<file path="src/rtl/rv32i_alu_arbiter_if.sv">
// Handshake bundle between two ALU requesters, the shared ALU and the
// response consumer of rv32i_alu_arbiter.
interface rv32i_alu_arbiter_if;
    logic        req0_valid;
    logic        req0_ready;
    logic [3:0]  req0_op;
    logic [31:0] req0_a;
    logic [31:0] req0_b;

    logic        req1_valid;
    logic        req1_ready;
    logic [3:0]  req1_op;
    logic [31:0] req1_a;
    logic [31:0] req1_b;

    logic [3:0]  alu_op;
    logic [31:0] alu_a;
    logic [31:0] alu_b;
    logic [31:0] alu_result;

    logic        rsp_valid;
    logic        rsp_ready;
    logic        rsp_id;
    logic [31:0] rsp_result;

    modport slave (
        input  req0_valid, req0_op, req0_a, req0_b,
        output req0_ready,
        input  req1_valid, req1_op, req1_a, req1_b,
        output req1_ready,
        output alu_op, alu_a, alu_b,
        input  alu_result,
        output rsp_valid, rsp_id, rsp_result,
        input  rsp_ready
    );

    modport master (
        output req0_valid, req0_op, req0_a, req0_b,
        input  req0_ready,
        output req1_valid, req1_op, req1_a, req1_b,
        input  req1_ready,
        input  alu_op, alu_a, alu_b,
        output alu_result,
        input  rsp_valid, rsp_id, rsp_result,
        output rsp_ready
    );
endinterface

</file>
<file path="src/rtl/rv32i_alu_arbiter.sv">
// Two-requester arbiter for a shared RV32I ALU with a one-entry response slot.
// Define RV32I_ALU_ARB_FIXED_PRIO_EN for fixed priority (requester 0 wins).
module rv32i_alu_arbiter (
    input logic                   clk,
    input logic                   rst,
    rv32i_alu_arbiter_if.slave    bus
);
    logic slot_free;
    logic can_grant;
    logic grant0;
    logic grant1;

    assign slot_free = !bus.rsp_valid | bus.rsp_ready;
    assign can_grant = slot_free & !rst;

`ifdef RV32I_ALU_ARB_FIXED_PRIO_EN
    assign grant0 = can_grant & bus.req0_valid;
    assign grant1 = can_grant & bus.req1_valid & !bus.req0_valid;
`else
    logic last_grant;

    // On contention the requester that did not win last time goes first.
    assign grant0 = can_grant & bus.req0_valid & (!bus.req1_valid | last_grant);
    assign grant1 = can_grant & bus.req1_valid & (!bus.req0_valid | !last_grant);

    always_ff @(posedge clk) begin
        if (rst) begin
            last_grant <= 1'b1;
        end else if (grant0 | grant1) begin
            last_grant <= grant1;
        end
    end
`endif

    assign bus.req0_ready = grant0;
    assign bus.req1_ready = grant1;

    always_comb begin
        bus.alu_op = 4'b0000;
        bus.alu_a  = 32'd0;
        bus.alu_b  = 32'd0;
        unique case (1'b1)
            grant0: begin
                bus.alu_op = bus.req0_op;
                bus.alu_a  = bus.req0_a;
                bus.alu_b  = bus.req0_b;
            end
            grant1: begin
                bus.alu_op = bus.req1_op;
                bus.alu_a  = bus.req1_a;
                bus.alu_b  = bus.req1_b;
            end
            default: ;
        endcase
    end

    always_ff @(posedge clk) begin
        if (rst) begin
            bus.rsp_valid  <= 1'b0;
            bus.rsp_id     <= 1'b0;
            bus.rsp_result <= 32'd0;
        end else if (grant0 | grant1) begin
            bus.rsp_valid  <= 1'b1;
            bus.rsp_id     <= grant1;
            bus.rsp_result <= bus.alu_result;
        end else if (bus.rsp_ready) begin
            bus.rsp_valid  <= 1'b0;
        end
    end
endmodule
</file>
<file path="src/flat_wrapper.sv">
// flat-port wrapper written by rule: the top's interface ports become plain ports
module rv32i_alu_arbiter_flat 
  (clk, rst, bus_req0_valid, bus_req0_op, bus_req0_a, bus_req0_b, bus_req0_ready, bus_req1_valid, bus_req1_op, bus_req1_a, bus_req1_b, bus_req1_ready, bus_alu_op, bus_alu_a, bus_alu_b, bus_alu_result, bus_rsp_valid, bus_rsp_id, bus_rsp_result, bus_rsp_ready);
  rv32i_alu_arbiter_if bus_i ();
  input logic clk;
  input logic rst;
  input wire logic [$bits(bus_i.req0_valid)-1:0] bus_req0_valid;
  input wire logic [$bits(bus_i.req0_op)-1:0] bus_req0_op;
  input wire logic [$bits(bus_i.req0_a)-1:0] bus_req0_a;
  input wire logic [$bits(bus_i.req0_b)-1:0] bus_req0_b;
  output wire logic [$bits(bus_i.req0_ready)-1:0] bus_req0_ready;
  input wire logic [$bits(bus_i.req1_valid)-1:0] bus_req1_valid;
  input wire logic [$bits(bus_i.req1_op)-1:0] bus_req1_op;
  input wire logic [$bits(bus_i.req1_a)-1:0] bus_req1_a;
  input wire logic [$bits(bus_i.req1_b)-1:0] bus_req1_b;
  output wire logic [$bits(bus_i.req1_ready)-1:0] bus_req1_ready;
  output wire logic [$bits(bus_i.alu_op)-1:0] bus_alu_op;
  output wire logic [$bits(bus_i.alu_a)-1:0] bus_alu_a;
  output wire logic [$bits(bus_i.alu_b)-1:0] bus_alu_b;
  input wire logic [$bits(bus_i.alu_result)-1:0] bus_alu_result;
  output wire logic [$bits(bus_i.rsp_valid)-1:0] bus_rsp_valid;
  output wire logic [$bits(bus_i.rsp_id)-1:0] bus_rsp_id;
  output wire logic [$bits(bus_i.rsp_result)-1:0] bus_rsp_result;
  input wire logic [$bits(bus_i.rsp_ready)-1:0] bus_rsp_ready;
  assign bus_i.req0_valid = bus_req0_valid;
  assign bus_i.req0_op = bus_req0_op;
  assign bus_i.req0_a = bus_req0_a;
  assign bus_i.req0_b = bus_req0_b;
  assign bus_req0_ready = bus_i.req0_ready;
  assign bus_i.req1_valid = bus_req1_valid;
  assign bus_i.req1_op = bus_req1_op;
  assign bus_i.req1_a = bus_req1_a;
  assign bus_i.req1_b = bus_req1_b;
  assign bus_req1_ready = bus_i.req1_ready;
  assign bus_alu_op = bus_i.alu_op;
  assign bus_alu_a = bus_i.alu_a;
  assign bus_alu_b = bus_i.alu_b;
  assign bus_i.alu_result = bus_alu_result;
  assign bus_rsp_valid = bus_i.rsp_valid;
  assign bus_rsp_id = bus_i.rsp_id;
  assign bus_rsp_result = bus_i.rsp_result;
  assign bus_i.rsp_ready = bus_rsp_ready;
  rv32i_alu_arbiter u_core (.clk(clk), .rst(rst), .bus(bus_i));
endmodule
</file>
<file path="config.mk">
export PLATFORM = sky130hd
export DESIGN_NAME = rv32i_alu_arbiter_flat
export DESIGN_NICKNAME = d
export VERILOG_FILES = /design/src/rtl/rv32i_alu_arbiter_if.sv /design/src/rtl/rv32i_alu_arbiter.sv /design/src/flat_wrapper.sv
export SDC_FILE = /design/constraint.sdc
export NUM_CORES = 1
export LEC_CHECK = 0
export CORE_AREA = 5 5 104 106
export DETAILED_ROUTE_END_ITERATION = 7
export DIE_AREA = 0 0 109 111
export GPL_ROUTABILITY_DRIVEN = 1
export PLACE_DENSITY = 0.72
export SYNTH_ARGS = -nofsm -noshare
export SYNTH_HDL_FRONTEND = slang
export SYNTH_SLANG_ARGS = --single-unit
</file>
<file path="constraint.sdc">
create_clock -name clk -period 1.9 [get_ports clk]
set_input_delay 0.38 -clock clk [delete_from_list [all_inputs] [get_ports clk]]
set_output_delay 0.38 -clock clk [all_outputs]
set_load 0.02 [all_outputs]
</file>
* Word-level counts from Yosys, hierarchy flattened *
Index checks and enable logic that the tools add are counted.

word-level totals
  register bits = 35
  latch bits = 0
  memory bits (read-only) = 0
  word-level logic and storage cells = 24
  memories = 0
  memory bits (writable) = 0

cells by class
  reduce and logical (&&, ||, !) cells = 6
  magnitude comparators = 0
  shift operators = 0
  equality and inequality tests = 0
  multipliers = 0
  add/sub/neg operators = 0
  multiplexer cells = 5
  bitwise operators = 9
  divide/modulo/power cells = 0

operators with widths
  kind                                    count
  32-bit one-hot mux with 2 select lines  2
  4-bit one-hot mux with 2 select lines   1
  1-bit bitwise AND                       5
  1-bit logical NOT                       5
  1-bit bitwise OR                        4
  1-bit 2-to-1 mux                        2
  2-bit nonzero test                      1

* Longest topological paths before layout *
  word-level depth = 7
  depth in mapped cells = 7
  mapped depth without buffers = 4

* Worst setup path after synthesis *
No wires, ideal clock.

  path type = register -> output
  start point = register u_core.bus.rsp_valid
  end point = output bus_alu_b[20]
  path slack = 0.113 ns
  cell stages (with the launch flop) = 7
  data arrival time = 1.407 ns
  buffers on the path = 3
  cell sequence = dfxtp_1 > nand2b_4 > buf_6 > and4_4 > buf_6 > buf_6 > a22o_1

between the ends
  longest elaborated chain between the ends = 6

RTL lines
  item                                    line                        source
  start: declaration                      rv32i_alu_arbiter_if.sv:33  output rsp_valid, rsp_id, rsp_result,
  start signal: assignment                rv32i_alu_arbiter.sv:59     bus.rsp_valid <= 1'b0;
  start signal: assignment                rv32i_alu_arbiter.sv:63     bus.rsp_valid <= 1'b1;
  start signal: assignment                rv32i_alu_arbiter.sv:67     bus.rsp_valid <= 1'b0;
  1-bit logical NOT                       rv32i_alu_arbiter.sv:13     assign slot_free = !bus.rsp_valid | bus.rsp_ready;
  1-bit bitwise OR                        rv32i_alu_arbiter.sv:13
  1-bit bitwise AND                       rv32i_alu_arbiter.sv:14     assign can_grant = slot_free & !rst;
  1-bit bitwise AND (2 in series)         rv32i_alu_arbiter.sv:24     assign grant1 = can_grant & bus.req1_valid & (!bus.req0_valid | !last_grant);
  named net bus_req1_ready                flat_wrapper.sv:16          output wire logic [$bits(bus_i.req1_ready)-1:0] bus_req1_ready;
  32-bit one-hot mux with 2 select lines  rv32i_alu_arbiter.sv:42     unique case (1'b1)
  end: declaration                        flat_wrapper.sv:19          output wire logic [$bits(bus_i.alu_b)-1:0] bus_alu_b;

The timed path passes the listed nets, and every way through them passes these cells.

* Worst setup path in the final report *
  start point = register u_core.bus.rsp_valid
  end point = output bus_alu_b[16]

between the ends
  longest elaborated chain between the ends = 6

RTL lines
  item                                                line
  1-bit logical NOT (*)                               rv32i_alu_arbiter.sv:13
  1-bit bitwise OR (*)                                rv32i_alu_arbiter.sv:13
  1-bit bitwise AND (*)                               rv32i_alu_arbiter.sv:14
  1-bit bitwise AND (on tied branches) (2 in series)  rv32i_alu_arbiter.sv:24, rv32i_alu_arbiter.sv:23
  32-bit one-hot mux with 2 select lines (*)          rv32i_alu_arbiter.sv:42

Every way passes the cells marked *; elsewhere a longest branch is shown, timed or not.

==> run_results.csv <==
group,metric,value,unit
run_status,outcome,"complete, but fails checks",
run_status,violations,"negative setup slack",
floorplanning,fp-row-count,36,
drt,drc,0,
placed_design,place_inst,637,
clock_network,numClockSinks,35,
floorplanning,die-height,111,um
critical_path,critPathMaxStageDelay,0.35,ns
global_routing,grt_max_degree,65,
cells_and_area,finalCoreUtilization,57.31,%
sta,drv_slew,0,
drt,drt_wl_total,14380,um
logic_synthesis,yosysTopAreaCellShare,32.15,%
drt,drtAntennaViolNets,0,
cells_and_area,design_area,5550,sq um
critical_path,critPathCaptureType,"output pin",
clock_network,clk_latency,0.28,ns
clock_network,cts_buffers,5,
logic_synthesis,ys_ff_latch,35,
floorplanning,io_pins,277,
logic_synthesis,yosysWarnings,0,
logic_synthesis,syn_inst,249,
cells_and_area,layout-drive-gt1-share,24.06,%
pwr,power_density,472.3,nW/um^2
logic_synthesis,synth_area_leaders,"dfxtp_1 (32%), a22o_1 (27%), o211ai_1 (11%), nand4_1 (9.2%), nand2_1 (5.7%)",
pwr,power.leakage,2.360,nW
critical_path,required,1.52,ns
clock_network,cts.path.max_buffers,2,
sta,period_minus_slack,2.015,ns
logic_synthesis,syn_avg_cell_area,8.753,sq um
global_routing,antenna_found_initial,14,
cells_and_area,fin_cells,672,
global_routing,overflow,0,
sta,slew_headroom,59.02,%
critical_path,worstPathMaxFanout,7,
floorplanning,start_util,22.51,%
logic_synthesis,synth_cell_type_count,22,
sta,tns,-3.006,ns
placed_design,io_buffers,276,
logic_synthesis,synth_top_cell_by_area,"dfxtp_1",
placed_design,place_congestion,0.8757,
sta,setup_violations,67,
drt,vias,3318,
critical_path,path_common_cell,"buf_6",
sta,timing.fmax,496.3,MHz
clock_network,ctsHoldBuffers,0,
sta,tightest_slew,0.6148,ns
drt,wire_per_inst,21.40,um
cells_and_area,final_cell_mix,"clkdlybuf4s50_1 (202), buf_6 (68), a22o_1 (66)",
placed_design,postPlaceCellArea,5077,sq um
min_path,holdCritPathClass,"reg -> reg",
drt,viasPerCell,4.938,
sta,hold_slack,0.4814,ns
job,cap_violations,0,
global_routing,grt_pass1_wl,19890,um
logic_synthesis,synthesis.area,2180,sq um
global_routing,grt_usage,21.61,%
floorplanning,die-area,12100,sq um
floorplanning,coreArea,9684,sq um
clock_network,clock-root-buffer,"clkbuf_8",
sta,fin_skew,0.005557,ns
cells_and_area,syn_to_final_growth,154.6,%
cells_and_area,nets,706,
cells_and_area,num-fill-cells,868,
pwr,peakVddDrop,341.1,uV
critical_path,crit_path_start_kind,"flop",
drt,dr.pass1.iters,4,
placed_design,dpl.hpwl,11030,um
drt,drt_iter0_drc,147,
sta,rsz0062_at_grt,"true",
cells_and_area,mostFrequentLayoutCell,"clkdlybuf4s50_1",
pwr,fin_total_pwr,2.621,mW
critical_path,cp_data_arrival_time,1.63,ns
logic_synthesis,syn_nets,422,
logic_synthesis,ys_seq_area_share,32.15,%
sta,setup_ws,-0.1148,ns
sta,finalHoldViolCount,0,
clock_network,htreeDepth,2,
sta,min_period_over_period,106.0,%
critical_path,crit_type,"reg -> out",
clock_network,cts.reportedPaths.clkPinSlew,0.07,ns
placed_design,pre_cts_slack,-0.8274,ns
critical_path,worstPathCellList,"nand2b_4 -> and4_4 -> buf_16 -> buf_8 -> buf_6 -> a22o_1 -> buf_6",
clock_network,cts_tree,"built",
global_routing,grt_pass1_vias,3293,
critical_path,cp_slowest_cell,"dfxtp_2",
floorplanning,die_w,109,um
cell families after synthesis:
family	after synthesis	synth area share [%]
simple gates	72	17.62
compound gates	103	39.38
flops	35	32.15
buf+inv	39	10.85
power breakdown:
group	internal (mW)	switching [mW]	total, mW
Sequential	0.790	0.0297	0.819
Clock	0.243	0.261	0.505
Combinational	0.759	0.538	1.30
final timing paths:
kind              slack (ns)                         startpoint                        endpoint  cells after the start
hold / removal          0.48     u_core.bus.rsp_id$_SDFFE_PP0P_  u_core.bus.rsp_id$_SDFFE_PP0P_                      1
hold reg to reg         0.48     u_core.bus.rsp_id$_SDFFE_PP0P_  u_core.bus.rsp_id$_SDFFE_PP0P_                      1
setup reg to reg        0.50  u_core.bus.rsp_valid$_SDFFE_PP0P_  u_core.last_grant$_SDFFE_PP1P_                      6
setup / recovery       -0.11  u_core.bus.rsp_valid$_SDFFE_PP0P_                   bus_alu_b[16]                      7
layer usage:
layer	vias up	GRT usage (%)	share of wire [%]
li1	1563	-	-
met1	1528	23.91	37
met2	183	34.36	47
met3	30	11.24	13
met4	14	9.007	3.3
met5	-	0	0.67
layout make-up:
class | count | area [sq um] | area share (%)
clock buffer | 5 | 68.82 | 1.240
sequential | 35 | 703.2 | 12.67
clock inverter | 1 | 7.507 | 0.1353
tap | 133 | 166.4 | 2.998
timing repair buffer | 314 | 3306 | 59.56
antenna | 7 | 17.52 | 0.3156
inverter | 2 | 13.76 | 0.2480
multi-input combinational | 175 | 1267 | 22.84
flip-flops by register name, indices dropped and copies added, names as in the netlist:
| register | cells |
|---|---|
| u_core.bus.rsp_result | 32 |
| u_core.bus.rsp_valid | 1 |
| u_core.last_grant | 1 |
| u_core.bus.rsp_id | 1 |
repair_timing:
item	in CTS	in global routing
endpoints found under the setup margin	70	69
pin swaps	27	5
gates resized for setup	408	26
cloned	2	3
buffers inserted	11	6
critical path, delay by kind of cell, from the launching register on:
family                 cells  cell delay (ns)
AO/OA/AOI/OAI              1             0.22
flip-flops                 1             0.35
buffers and inverters      4             0.52
AND/OR/NAND/NOR            2             0.27
synth_stat cells:
library cell	count
dfxtp_1	35
nor2b_1	1
or2_2	1
and4_4	1
a211o_1	1
buf_2	9
a21oi_1	1
nand2_1	33
buf_1	5
buf_6	10
o211ai_1	32
nand4_1	32
a22o_1	68
a31o_1	1
nand2b_4	1
clkbuf_1	12
nand2b_1	1
nand4_2	1
inv_2	1
inv_1	1
buf_4	1
nor2_1	1
Power figures use the tool's default switching activity.
